--- src/rtl/mem_arbiter.sv ---
// Two-requester arbiter sharing one synchronous single-port memory between
// instruction fetch (IF) and load/store (LS). Grants are combinational and
// round-robin on conflict; read responses come back one cycle later and are
// steered by a small response-phase state register.
module mem_arbiter #(
    parameter int ADDR_W = 16,
    parameter int DATA_W = 16
) (
    input  logic              clk,
    input  logic              rst_n,
    // instruction fetch port
    input  logic              if_req,
    input  logic [ADDR_W-1:0] if_addr,
    input  logic              if_flush,
    output logic              if_gnt,
    output logic              if_rvalid,
    output logic [DATA_W-1:0] if_rdata,
    // load/store port
    input  logic              ls_req,
    input  logic              ls_we,
    input  logic [ADDR_W-1:0] ls_addr,
    input  logic [DATA_W-1:0] ls_wdata,
    output logic              ls_gnt,
    output logic              ls_rvalid,
    output logic [DATA_W-1:0] ls_rdata,
    // memory port
    output logic              mem_en,
    output logic              mem_we,
    output logic [ADDR_W-1:0] mem_addr,
    output logic [DATA_W-1:0] mem_wdata,
    input  logic [DATA_W-1:0] mem_rdata
);

    typedef enum logic [1:0] {
        IDLE  = 2'd0,
        RD_IF = 2'd1,
        RD_LS = 2'd2,
        WR    = 2'd3
    } state_t;

    typedef enum logic {
        WIN_IF = 1'b0,
        WIN_LS = 1'b1
    } winner_t;

    state_t  state, state_next;
    winner_t last_winner, last_winner_next;
    logic    flush_q, flush_next;
    logic    conflict;

    // Response-phase state, round-robin history and dropped-fetch flag.
    // NOTE: sequential state uses non-blocking (<=) so every register samples
    // pre-edge values; blocking (=) here would create order-dependent races.
    always_ff @(posedge clk or negedge rst_n) begin
        if (!rst_n) begin
            state       <= IDLE;
            last_winner <= WIN_LS;   // IF wins the first conflict after reset
            flush_q     <= 1'b0;
        end else begin
            state       <= state_next;
            last_winner <= last_winner_next;
            flush_q     <= flush_next;
        end
    end

    // Grant selection, memory strobe, next state and response steering.
    // NOTE: every output gets a default first so no path leaves a signal
    // unassigned; a missing default in always_comb infers a latch.
    always_comb begin
        if_gnt           = 1'b0;
        ls_gnt           = 1'b0;
        mem_en           = 1'b0;
        mem_we           = 1'b0;
        mem_addr         = '0;
        mem_wdata        = '0;
        if_rvalid        = 1'b0;
        if_rdata         = '0;
        ls_rvalid        = 1'b0;
        ls_rdata         = '0;
        conflict         = 1'b0;
        state_next       = IDLE;
        last_winner_next = last_winner;
        flush_next       = 1'b0;

        // NOTE: outputs are gated by rst_n as well as the registers being
        // reset, so nothing leaks out while reset is held with live requests.
        if (rst_n) begin
            conflict = if_req && ls_req;
            if_gnt   = if_req && (!ls_req || (last_winner == WIN_LS));
            ls_gnt   = ls_req && !if_gnt;

            if (conflict) begin
                last_winner_next = if_gnt ? WIN_IF : WIN_LS;
            end

            if (if_gnt) begin
                mem_en     = 1'b1;
                mem_addr   = if_addr;
                mem_wdata  = ls_wdata;
                state_next = RD_IF;
                flush_next = if_flush;   // response already doomed
            end else if (ls_gnt) begin
                mem_en     = 1'b1;
                mem_we     = ls_we;
                mem_addr   = ls_addr;
                mem_wdata  = ls_wdata;
                state_next = ls_we ? WR : RD_LS;
            end

            // Fetch response survives only if not flushed at grant or now.
            if (state == RD_IF && !flush_q && !if_flush) begin
                if_rvalid = 1'b1;
                if_rdata  = mem_rdata;
            end

            if (state == RD_LS) begin
                ls_rvalid = 1'b1;
                ls_rdata  = mem_rdata;
            end
        end
    end

endmodule
--- config.mk ---
export PLATFORM = sky130hd
export DESIGN_NAME = mem_arbiter
export DESIGN_NICKNAME = d
export VERILOG_FILES = /design/src/rtl/mem_arbiter.sv
export SDC_FILE = /design/constraint.sdc
export NUM_CORES = 1
export LEC_CHECK = 0
export BUFFER_PORTS_ARGS = -buffer_cell sky130_fd_sc_hd__clkbuf_2
export CAP_MARGIN = 20
export CORE_MARGIN = 4
export CORE_UTILIZATION = 30
export CTS_BUF_LIST = sky130_fd_sc_hd__clkbuf_4
export DETAILED_ROUTE_END_ITERATION = 16
export GPL_TIMING_DRIVEN = 1
export PLACE_DENSITY = 0.83
export RECOVER_POWER = 50
export SLEW_MARGIN = 20
export SYNTH_ARGS = -nofsm -noshare
export SYNTH_HDL_FRONTEND = slang
export SYNTH_SLANG_ARGS = --single-unit
export TNS_END_PERCENT = 5
--- constraint.sdc ---
create_clock -name clk -period 1.3 [get_ports clk]
set_input_delay 0.065 -clock clk [delete_from_list [all_inputs] [get_ports clk]]
set_output_delay 0.065 -clock clk [all_outputs]
set_load 0.1 [all_outputs]
==> metrics, run 1 <==
post-synthesis instance area=922.1 um2; Area contributors post-synth=nand2_1 19%, o22ai_2 12%, and2_1 12%; Post-Syn Nets=216; Post-synth top flop=dfrtp_1; Exit stage=detailed placement; Die W=63.44 um; IO Count=140; GPL Wtd Cong=between 0.8 and 0.9; Die H=63.44 um; Synth async-reset ratio=1.000; Starting Density=0.3232; Yosys top cell by area=nand2_1; Port Buffer Count=about 140; Synth top area share=0.1872; Netlist cell types=27; Synth Register Bits=4; Avg Inst Size Synth=about 6.3 um2; cells after synthesis=between 100 and 150; number of synthesized flops with an enable pin=0; Yosys warning count=0; outcome=aborted with a tool error; Seq/Total Area, Yosys=0.1099; Row Count=19; tool error=[ERROR DPL-0038] Utilization greater than 100%, impossible to legalize
==> Yosys cell counts, types with 2 or more instances <==
library cell	number
buf_2	2
nor2_1	18
buf_6	4
o22ai_2	9
and3_1	9
o22ai_1	7
buf_4	2
nor3_1	2
dfrtp_1	3
and2_1	17
nand2_1	46
nand2b_1	2
nor2_2	10
clkbuf_1	2
==> stage by stage <==
stage             std cells  setup TNS (ns)  setup slack (ns)  hold slack (ns)
global placement        315          -1.158          -0.08351           0.1252
floorplan               146          -13.99           -0.2975          -0.2306
==> cells by family after synthesis <==
family / Yosys count / share of synthesized area
compound gates: 18 / 0.1927
buf+inv: 14 / 0.1153
simple gates: 109 / 0.5726
xor+xnor: 1 / 0.009500
flops: 4 / 0.1099
==> run 2, diff against run 1 <==
Settings changed: CORE_AREA set to 4 4 65 67, CORE_MARGIN 4 to not set, CORE_UTILIZATION 30 to not set, CTS_BUF_LIST sky130_fd_sc_hd__clkbuf_4 to not set, DIE_AREA set to 0 0 69 71, PLACE_DENSITY 0.83 to not set, PLACE_DENSITY_LB_ADDON set to 0.15.
==> metrics, run 2 <==
outcome=finished with violations; violated checks=negative setup slack; layout cell share with drive strength beyond 1=0.7509; Seq/Total Area, Yosys=0.1099 (unchanged); Final WS setup=-0.2757 ns; vias=approximately 1,600; largest net degree at the start of global routing=30; final period utilization=1.212; Worst setup EP type=output pin; post-route antenna net violation count=0; WL met3=409 um; crit path max fanout=7; area delta synth->final=250.2%; final setup violation count=53; crit path time final=1.576 ns; cells after synthesis=146 (unchanged); most common cell after layout, fill and taps aside=buf_12; top cell family by delay on the critical path=simple AND/OR/NAND/NOR gates; cells along the critical path=nand2b_4, or3_4, nor2_4, buf_12; Hold Crit Class=input pin to flip-flop; FMAX=0.6347 GHz; Area contributors post-synth=nand2_1 19%, o22ai_2 12%, and2_1 12%; antenna violations before repair=0; Starting Density=0.2538 (-0.06946); Port Buffer Count=139 (unchanged); max_cap viols=0; most frequent cell after synthesis=nand2_1; H-tree depth=1; total CTS buffers=3; clk buf depth=2; drt via density=4.669; Yosys warning count=0 (unchanged); CTS tree=built; Worst Path Class, Setup=flip-flop to output pin; GPL Wtd Cong=0.7964 (-2.7%); power per cell area=~880 mW/mm2; Crit path required time=roughly 1.2 ns; Synth async-reset ratio=1.000 (unchanged); fin area=~0.0032 mm2; maximum vdd drop=0.7639 mV; clock-pin slew on the worst setup and hold paths=0.04 ns; Largest register FFs=2; Leak=about 0.0014 uW; Yosys top cell by area=nand2_1; CTS sink cnt=4; Max-slew headroom=0.6296; clk_skew=0.004970 ns; root cell of the clock tree=clkbuf_8; worst slew pin tran=between 0.5 and 0.6 ns; final hold vios=0; max-slew violations=0; Netlist cell types=27 (unchanged); vias in the first global route=1,708; First DRT Iteration DRCs=46; IO Count=140 (unchanged); Row Count=22 (+3); Layout Nets=roughly 360; placed cell area=slightly above 0.003 mm2; Synth Register Bits=4 (unchanged); crit path DAT=roughly 1.5 ns; Die ar.=0.004899 mm2; WP buf/inv=1; most frequent cells in the layout=74 x buf_12, 68 x clkbuf_2, 45 x nand2_1, 27 x nor2_4, 16 x and2_1; Top reg by flops=state; Avg Inst Size Synth=6.316 um2 (unchanged); Routed met1 length=between 1.5 and 2 mm; RSZ-0062 raised after global routing=true; post-synthesis instance area=922.1 um2 (unchanged); first-pass GRT wire length=8.224 mm; GR Util All Layers=0.2023; DR WL/cell=14.93 um; Post-Syn Nets=216 (unchanged); Placed Cells=336; most instantiated cells after synthesis=46 x nand2_1, 18 x nor2_1, 17 x and2_1; Die H=71 um (+12%); DP HPWL=4.261 mm; Setup WS pre-CTS=-0.1169 ns; max layer used=met4; CP peak stage delay=~0.45 ns; Critical Path Source Type=flip-flop; Max stage delay cell, worst path=or3_4; Die W=69 um (+8.8%); worst skew pair latency=0.23 ns; DR DRC count=0; post-CTS setup buffers=0; drt pass-1 iters=4; WL met2=around 2.8 mm; grt total ovfl=0; diode count=0; final wirelength=between 5 and 6 mm; fin cells=approximately 340; Post-synth top flop=dfrtp_1; Core ar.=0.003633 mm2; number of synthesized flops with an enable pin=0 (unchanged); Regs by FF count=state (2), flush_q (1), last_winner (1); Synth top area share=0.1872 (unchanged); number of hold buffers added after CTS=0
[run 2: cell counts after synthesis]
Identical to the previous run, type by type.
[run 2: timing repair]
item                                    in CTS  in global routing
endpoints found under the setup margin      53                 53
resized for setup                           15                  6
pin swaps                                   28                  4
cloned                                       1                  0
[run 2: routing by layer]
metal	track usage	vias to the layer above
met5	0	-
met4	0.09111	0
met2	0.3750	93
li1	-	774
met3	0.04261	15
met1	0.2197	710
[run 2: final cells by class]
type,instances,area [um2]
clock buffer,4,45.04
fill,177,404.1
inverter,3,13.76
multi-input combinational,129,1105
sequential,4,101.3
tap,48,60.06
timing repair buffer,153,1904
[run 2: path summary, 6_finish.rpt]
path / from / endpoint / slack [ns] / cells past startpoint
max: flush_q / if_rvalid / -0.28 / 4
min: ls_we / state[0] / 0.1 / 3
max reg2reg: last_winner / flush_q / 0.17 / 3
min reg2reg: last_winner / last_winner / 0.53 / 1
max in group asynchronous: rst_n / last_winner / 0.80 / 3
min in group asynchronous: rst_n / flush_q / 0.24 / 3
[run 2: cells by family (layout without fill, tap and decap cells)]
kind of cell              count (synthesis)  after routing  share of synthesized area
DFF                                       4              4                     0.1099
AOI/OAI and AO/OA                        18             18                     0.1927
buffers and inverters                    14            160                     0.1153
xor gates and xnor gates                  1              1                   0.009500
and+or+nand+nor                         109            110                     0.5726
[run 2: where the power goes]
| group | switching [uW] | internal (uW) |
|---|---|---|
| registers | 39.3 | 163 |
| logic | 1490 | 866 |
| clock network | 83.1 | 211 |
[run 2: through the flow]
| stage | hold slack [ns] | utilization | power (uW) | TNS [ns] |
|---|---|---|---|---|
| after detailed placement | 0.3118 | 0.8506 | 2523 | -1.698 |
| after global placement | 0.3002 | 0.8506 | 2493 | -1.207 |
| final | 0.09547 | 0.8888 | 2856 | -10.33 |
| after floorplan | -0.2306 | - | 1666 | -13.99 |
| after CTS | 0.08980 | 0.8853 | 2870 | -10.75 |
| after global routing | 0.1098 | 0.8888 | 2959 | -14.06 |
[run 2: worst register-to-register path: stages (launching register included)]
cell,delay (ns)
dfstp_2,0.58
o21ai_2,0.12
buf_12,0.18
nor3_1,0.16
Power figures use the tool's default switching activity.
==> run 3, diff against run 2 <==
Settings changed: SKIP_LAST_GASP set to 1.
==> metrics, run 3 (synthesis gave the netlist of run 2 again) <==
outcome=finished with violations; violated checks=negative setup slack; Internal=1222 uW (-1.5%); power share of the clock group=0.104 (about the same); Port Buffer Count=139 (unchanged); First DRT Iteration DRCs=47 (+2.2%); power per cell area=893.0 mW/mm2 (+0.97%); Register-to-Register Path Depth=3 (unchanged); antenna violations before repair=0 (unchanged); DR WL/cell=14.35 um (-3.9%); Core ar.=0.003633 mm2 (unchanged); hold depth=3 (unchanged); Layout Nets=364 (unchanged); crit path DAT=1.51 ns (about the same); worst slew pin tran=0.5516 ns (-0.003398 ns); GRT busiest layer=met2; first-pass GRT wire length=8.010 mm (-2.6%); clk buf depth=2 (unchanged); Row Count=22 (unchanged); GR Util All Layers=0.1976 (-0.004711); CTS tree=built; Worst setup EP type=output pin; Die W=69 um (unchanged); Die H=71 um (unchanged); Top reg by flops=state; Comb power frac=0.826 (about the same); grt total ovfl=0 (unchanged); met3 Usage GRT=0.03835 (-0.004261); Hold Crit Class=input pin to flip-flop; final period utilization=1.210 (-0.002317); diode count=0 (unchanged); crit path time final=1.573 ns (-0.003012 ns); Max-slew headroom=0.6319 (+0.002268); Setup WS pre-CTS=-0.1169 ns (unchanged); fin cells=341 (unchanged); max-slew violations=0 (unchanged); Critical Path Source Type=flip-flop; Fillers=202 (+14%); most frequent cells in the layout=74 x buf_12, 68 x clkbuf_2, 45 x nand2_1, 25 x nor2_4, 16 x and2_1; maximum vdd drop=0.7986 mV (+4.5%); Sequential Power Share=0.069 (-0.002); DP HPWL=4.261 mm (unchanged); Starting Density=0.2538 (unchanged); Final WS setup=-0.2726 ns (+0.003012 ns); Leak=0.001361 uW (-0.14%); clock-pin slew on the worst setup and hold paths=0.04 ns (about the same); Placed Cells=336 (unchanged); Worst Path Class, Setup=flip-flop to output pin; Largest register FFs=2 (unchanged); Crit path required time=1.24 ns (about the same); Final Power=2812 uW (-1.5%); DR DRC count=0 (unchanged); clk_skew=0.004820 ns (-0.0001498 ns); worst skew pair latency=0.23 ns (about the same); GPL Wtd Cong=0.7964 (unchanged); routing usage on met2=0.3686 (-0.006356); met1 GRT Util=0.2163 (-0.003367); Regs by FF count=state (2), flush_q (1), last_winner (1); largest net degree at the start of global routing=30 (unchanged); most common cell after layout, fill and taps aside=buf_12; total CTS buffers=3 (unchanged); H-tree depth=1 (unchanged); root cell of the clock tree=clkbuf_8; drt pass-1 iters=4 (unchanged); final wirelength=4.894 mm (-3.9%); IO Count=140 (unchanged); post-route antenna net violation count=0 (unchanged); sw frac=0.5656 (about the same); max_cap viols=0 (unchanged); Die ar.=0.004899 mm2 (unchanged); crit path max fanout=7 (unchanged); Fin Hold WS=0.09776 ns (+0.002284 ns); layout cell share with drive strength beyond 1=0.7201 (-0.03072); number of hold buffers added after CTS=0 (unchanged); RSZ-0062 raised after global routing=true; CTS sink cnt=4 (unchanged); vias=1,580 (-0.75%); drt via density=4.633 (-0.75%); post-layout util=0.8667 (-0.02204); post-CTS setup buffers=0 (unchanged); Switch Pwr=1591 uW (-1.6%); final hold vios=0 (unchanged); vias in the first global route=1,684 (-1.4%); area delta synth->final=241.5%; FMAX=0.6359 GHz (+0.19%); final setup violation count=52 (-1.9%)
-- run 3: cell counts in the layout (fill, tap and decap cells not counted) --
Identical to the previous run, type by type.
-- run 3: power groups by stage --
stage | combinational [uW] | sequential, uW | clock, uW
after floorplan | 1470 | 191 | 0
after global placement | 2300 | 193 | 0
after detailed placement | 2330 | 197 | 0
after CTS | 2340 | 199 | 298
after global routing | 2400 | 198 | 312
final | 2320 | 195 | 293
-- run 3: path summary, 6_finish.rpt --
kind / startpoint / end / slack (ns)
min in group asynchronous: rst_n / flush_q / 0.23
worst min-delay path: ls_we / state[0] / 0.1
worst max-delay path: flush_q / if_rvalid / -0.27
worst max register to register: last_winner / flush_q / 0.19
max in group asynchronous: rst_n / last_winner / 0.81
worst min register to register: last_winner / last_winner / 0.52
-- run 3: layout make-up --
class	count	area [um2]	share of cell area
sequential	4	101.3	0.03218
clock buffer	4	45.04	0.01430
tap	48	60.06	0.01907
timing repair buffer	153	1897	0.6023
inverter	3	13.76	0.004370
multi-input combinational	129	1032	0.3278
-- run 3: what timing repair did --
| action | CTS | global route |
|---|---|---|
| endpoints found under the hold margin | 0 | 0 |
| pin swaps | 3 | 4 |
| resized for setup | 2 | 3 |
| cloned | 1 | 0 |
| endpoints found under the setup margin | 53 | 53 |
-- run 3: layer usage --
metal	share of wire	wire length [um]
met2	0.55	2686
met1	0.35	1692
met4	0.029	141
met3	0.076	374
met5	0	0
-- run 3: worst max-delay path: stages (launching register included) --
cell and delay (ns):
dfrtp_1 0.35, nand2b_4 0.15, or3_4 0.45, nor2_4 0.15, buf_12 0.18
-- run 3: per-stage QoR --
step / TNS [ns] / area, um2
floorplan: -13.99 / 1222
global placement: -1.207 / 3090
finish: -11.62 / 3149
detailed placement: -1.698 / 3090
CTS: -12.96 / 3154
global route: -15.72 / 3149
